## src/rtl/int_arbiter.sv

```systemverilog
// Interrupt request arbiter: edge capture, masking, fixed priority with
// nesting, and single-cycle push strobe towards the interrupt context stack.
module int_arbiter #(
    parameter int ADDR_WIDTH_MEM = 16,
    parameter int NUM_IRQ = 4,
    parameter int STACK_DEPTH = 8,
    parameter logic [ADDR_WIDTH_MEM-1:0] VEC_BASE = 16'h0100,
    parameter logic [ADDR_WIDTH_MEM-1:0] VEC_STRIDE = 16'h0010,
    localparam int ID_W = (NUM_IRQ > 1) ? $clog2(NUM_IRQ) : 1,
    localparam int CNT_W = $clog2(STACK_DEPTH) + 1
) (
    input  logic                      clk,
    input  logic                      rst,
    input  logic [NUM_IRQ-1:0]        irq,
    input  logic [NUM_IRQ-1:0]        irq_mask,
    input  logic                      int_ack,
    input  logic                      ret_valid,
    output logic                      int_req,
    output logic                      int_set,
    output logic [ID_W-1:0]           int_id,
    output logic [ADDR_WIDTH_MEM-1:0] int_vec,
    output logic [CNT_W-1:0]          nest_cnt,
    output logic [NUM_IRQ-1:0]        in_service,
    output logic [NUM_IRQ-1:0]        pending,
    output logic                      err
);

    localparam logic [1:0] IDLE = 2'd0;
    localparam logic [1:0] REQ  = 2'd1;
    localparam logic [1:0] SET  = 2'd2;
    localparam logic [1:0] HOLD = 2'd3;

    logic [1:0]         state_q, state_d;
    logic [NUM_IRQ-1:0] irq_d_q;
    logic [NUM_IRQ-1:0] pending_q, pending_d;
    logic [NUM_IRQ-1:0] in_service_q, in_service_d;
    logic [CNT_W-1:0]   nest_q, nest_d;
    logic [ID_W-1:0]    id_q, id_d;
    logic               err_q, err_d;

    logic [NUM_IRQ-1:0] rise;
    logic [NUM_IRQ-1:0] allowed;
    logic [NUM_IRQ-1:0] elig;
    logic               room;
    logic               any_elig;
    logic [ID_W-1:0]    win;

    // Eligibility: enabled pending lines strictly above the active level,
    // only while the context stack still has room.
    always_comb begin
        logic seen;
        seen = 1'b0;
        rise = irq & ~irq_d_q;
        for (int k = 0; k < NUM_IRQ; k++) begin
            seen = seen | in_service_q[k];
            allowed[k] = ~seen;
        end
        room = (nest_q < CNT_W'(STACK_DEPTH));
        elig = pending_q & irq_mask & allowed & {NUM_IRQ{room}};
        any_elig = |elig;
        win = '0;
        for (int k = NUM_IRQ - 1; k >= 0; k--) begin
            if (elig[k]) win = ID_W'(k);
        end
    end

    // Next-state: request/push sequencing, returns and error tracking.
    always_comb begin
        logic done;
        done = 1'b0;
        state_d = state_q;
        id_d = id_q;
        pending_d = pending_q;
        in_service_d = in_service_q;
        nest_d = nest_q;
        err_d = err_q;
        unique case (state_q)
            IDLE: begin
                if (any_elig) state_d = REQ;
            end
            REQ: begin
                if (any_elig) id_d = win;
                if (!any_elig) begin
                    state_d = IDLE;
                end else if (int_ack && !ret_valid) begin
                    state_d = SET;
                end
            end
            SET: begin
                state_d = HOLD;
                pending_d[id_q] = 1'b0;
                in_service_d[id_q] = 1'b1;
                nest_d = nest_q + 1'b1;
            end
            HOLD: begin
                state_d = IDLE;
            end
            default: begin
                state_d = IDLE;
            end
        endcase
        if (ret_valid) begin
            if (state_q == SET || nest_q == '0) begin
                err_d = 1'b1;
            end else begin
                nest_d = nest_q - 1'b1;
                for (int k = 0; k < NUM_IRQ; k++) begin
                    if (!done && in_service_q[k]) begin
                        in_service_d[k] = 1'b0;
                        done = 1'b1;
                    end
                end
            end
        end
        // New edges after the clear so an edge during SET is not lost.
        pending_d = pending_d | rise;
    end

    // State registers with asynchronous clear.
    always_ff @(posedge clk or posedge rst) begin
        if (rst) begin
            state_q <= IDLE;
            irq_d_q <= '0;
            pending_q <= '0;
            in_service_q <= '0;
            nest_q <= '0;
            id_q <= '0;
            err_q <= 1'b0;
        end else begin
            state_q <= state_d;
            irq_d_q <= irq;
            pending_q <= pending_d;
            in_service_q <= in_service_d;
            nest_q <= nest_d;
            id_q <= id_d;
            err_q <= err_d;
        end
    end

    // Outputs decoded from state; the id tracks the live winner while requesting.
    always_comb begin
        int_req = (state_q == REQ);
        int_set = (state_q == SET);
        int_id = (state_q == REQ && any_elig) ? win : id_q;
        int_vec = VEC_BASE + ADDR_WIDTH_MEM'(int_id) * VEC_STRIDE;
        nest_cnt = nest_q;
        in_service = in_service_q;
        pending = pending_q;
        err = err_q;
    end

endmodule

```

## config.mk

```make
export PLATFORM = sky130hd
export DESIGN_NAME = int_arbiter
export DESIGN_NICKNAME = d
export VERILOG_FILES = /design/src/rtl/int_arbiter.sv
export SDC_FILE = /design/constraint.sdc
export NUM_CORES = 1
export LEC_CHECK = 0
export BUFFER_PORTS_ARGS = -buffer_cell sky130_fd_sc_hd__buf_2
export CAP_MARGIN = 10
export CORE_MARGIN = 4
export CORE_UTILIZATION = 50
export DETAILED_ROUTE_END_ITERATION = 10
export HOLD_SLACK_MARGIN = 0.12
export PLACE_DENSITY_LB_ADDON = 0.05
export SETUP_SLACK_MARGIN = 0.15
export SYNTH_ARGS = -nofsm -noshare
export SYNTH_HDL_FRONTEND = slang
export SYNTH_SLANG_ARGS = --single-unit
```

## constraint.sdc

```tcl
create_clock -name clk -period 3.1 [get_ports clk]
set_clock_uncertainty 0.05 [all_clocks]
set_input_delay 0.465 -clock clk [delete_from_list [all_inputs] [get_ports clk]]
set_output_delay 0.465 -clock clk [all_outputs]
set_load 0.01 [all_outputs]
```

==> results.toml <==
[logic_synthesis]
synth_top_area_cell = "dfrtp_1"
synth.cell_area_um2 = 1189
ys_seq_area_share_pct = 44.21
synth.area.top_cells = "dfrtp_1, buf_4, inv_1"
postSynth.topFlopCell = "dfrtp_1"
postSynthAreaPerCell_um2 = 9.989
ys_warn_count = 0
synth_cell_types = 44
synthCells = 119
synth.top_cell.area_share_pct = 44.21
synth_edf_count = 0
synth.ff_latch_count = 21
synthArstFlopShare_pct = 100.0

[layout]
final_common_cell = "buf_2"
drive_above_1_share_pct = 28.08
final_cell_mix = "buf_2, dfrtp_1, conb_1, inv_1, o21ai_0"
syn_to_final_growth_pct = 10.00
nNetsFinal = 161
antenna_cells = 0
fillCellCount = 223

[die]
design.core.area_um2 = 2233
start_util_pct = 53.22
num_rows = 17
num_io_pins = 45
dieHeight_um = 56.76
dieArea_um2 = 3221
die_x_um = 56.76

[clocking]
cts_resized = 0
cts.clk_slew.worst_paths_ns = 0.12
cts_tree = "built"
cts_sinks = 21
clock_latency_ns = 0.31
hold_buffers = 0
cts_buffers = 3
htreeDepth = 1
cts_root_buf = "clkbuf_4"
cts_buffer_depth = 2
cts_setup_buffers = 0

[critical_path]
path_class = "reg -> out"
startpoint_type = "register"
regToRegSetupSlack_ns = 1.10
setup.worst_path.end_class = "primary output"
crit_required_ns = 2.58
worstPathArrival_ns = 2.23
cp_max_fo = 6
r2r_end = "nest_cnt[2]"
reg2reg_depth = 4

[global_routing]
grt_pass1_vias = 883
grt_max_degree = 22
grt_pass1_wl_mm = 4.036
grt-ovfl-total = 0
track_usage_pct = 15.96
antenna_found_initial = 0

[place]
pre_cts_slack_ns = 0.7119
portBuffers = 30
dp_hpwl_mm = 1.916
gp_congestion = 0.7705

[outcome]
status = "completed"

[power]
power_density_nw_per_um2 = 836.6
switching_share_pct = 42.20
p_leak_nw = 0.6501
p_int_uw = 632.2
clkPwrFrac_pct = 12.2
switchingPower_uw = 461.6
pwr-share-seq_pct = 43.4
ir_drop_mv = 0.5355
combPwrFrac_pct = 44.3
finalPower_mw = 1.094

[hold_path]
holdCritPathClass = "in -> reg"
hold_end = "irq_d_q[2]"
whs_path_depth = 1
min_from = "irq[2]"

[routing]
firstDrtPassIters = 4
wl_per_cell_um = 14.14
wl_mm = 2.461
drcViolationCount = 0
drt-vias-per-instance = 5.460
drtIter0Drc = 21
ant_nets = 0
num_vias = 950

[sta]
worstMarginPinSlew_ns = 0.7942
relSlewSlack_pct = 46.99
period_share_pct = 88.41
finalSetupTns_ns = 0
clock.fmax_mhz = 364.9
setup_ws_ns = 0.3593
drv_slew = 0
final_hold_viol_count = 0
rsz0062_at_grt = "no"
period_needed_ns = 2.741
setup-violations-final = 0

[run]
maxCapViolCount = 0
==> sequential cells by signal (all words and copies together), names as in the netlist, named ones only <==
name        cells
irq_d_q         4
id_q            2
in_service      4
pending         4
nest_cnt        4
err             1
state_q         1
==> how the worst max path moves through the flow <==
stage / start / to / slack (ns)
2_1_floorplan: in_service[0] / int_vec[5] / 0.69
3_3_place_gp: register / int_vec[5] / 0.73
3_5_place_dp: in_service[0] / int_id[1] / 0.71
4_1_cts: in_service[0] / int_id[1] / 0.35
5_1_grt: in_service[0] / int_id[1] / 0.24
6_report: in_service[0] / int_id[1] / 0.36
==> per-layer routing <==
layer  part of all wire (%)  global-route usage [%]  vias up
li1                       -                       -      445
met1                     44                   21.18      462
met2                     46                   25.08       38
met3                    9.0                   3.908        5
met4                    1.3                   5.960        0
met5                      0                       0        -
==> cell families after synthesis <==
kind of cell | synth area share, %
buffers and inverters | 15.79
and+or+nand+nor | 16.84
AOI/OAI and AO/OA | 18.84
DFF | 44.21
adders and majority gates | 2.105
other | 0.6318
xor gates and xnor gates | 0.7370
muxes | 0.8421
==> power by group through the flow <==
stage	clock (mW)	sequential, mW	combinational (mW)
final	0.134	0.475	0.485
after global routing	0.148	0.494	0.536
after CTS	0.136	0.474	0.489
after detailed placement	0	0.481	0.487
after global placement	0	0.475	0.484
after floorplan	0	0.481	0.345
==> cells in the mapped netlist, types with 2 or more instances <==
cell,count
dfrtp_1,21
buf_4,18
inv_1,13
o21ai_0,6
nand2_1,5
a21oi_1,3
a31oi_1,3
nor3_1,3
a32oi_1,2
and3_1,2
conb_1,2
ha_1,2
nand2b_1,2
nand3_1,2
nand3b_1,2
nor2b_1,2
nor3b_1,2
o211ai_1,2
o31ai_1,2
==> stage by stage <==
stage,area (µm²),std cells,hold WS [ns],util (%)
floorplan,1234,131,0.3496,-
global placement,1280,170,0.3595,57.31
finish,1308,174,0.2082,58.54
CTS,1308,174,0.2111,58.54
global route,1308,174,0.2046,58.54
detailed placement,1280,170,0.3772,57.31
==> critical path, stage by stage (launching register included) <==
cell,delay (ns)
dfrtp_1,0.46
or4b_4,0.60
a2111oi_4,0.35
a2bb2oi_1,0.31
buf_2,0.19
==> final cells by class <==
class                   instances  area (µm²)  share of cell area, %
flip-flops and latches         21       525.5                  40.19
multi-input cells              78       520.5                  39.81
repair buffers                 30       150.1                  11.48
inverters                      13       48.80                  3.732
well taps                      28       35.03                  2.679
clock buffers                   3       22.52                  1.722
clock inverters                 1       5.005                 0.3828
No activity file was read; power rests on OpenSTA's default activity.
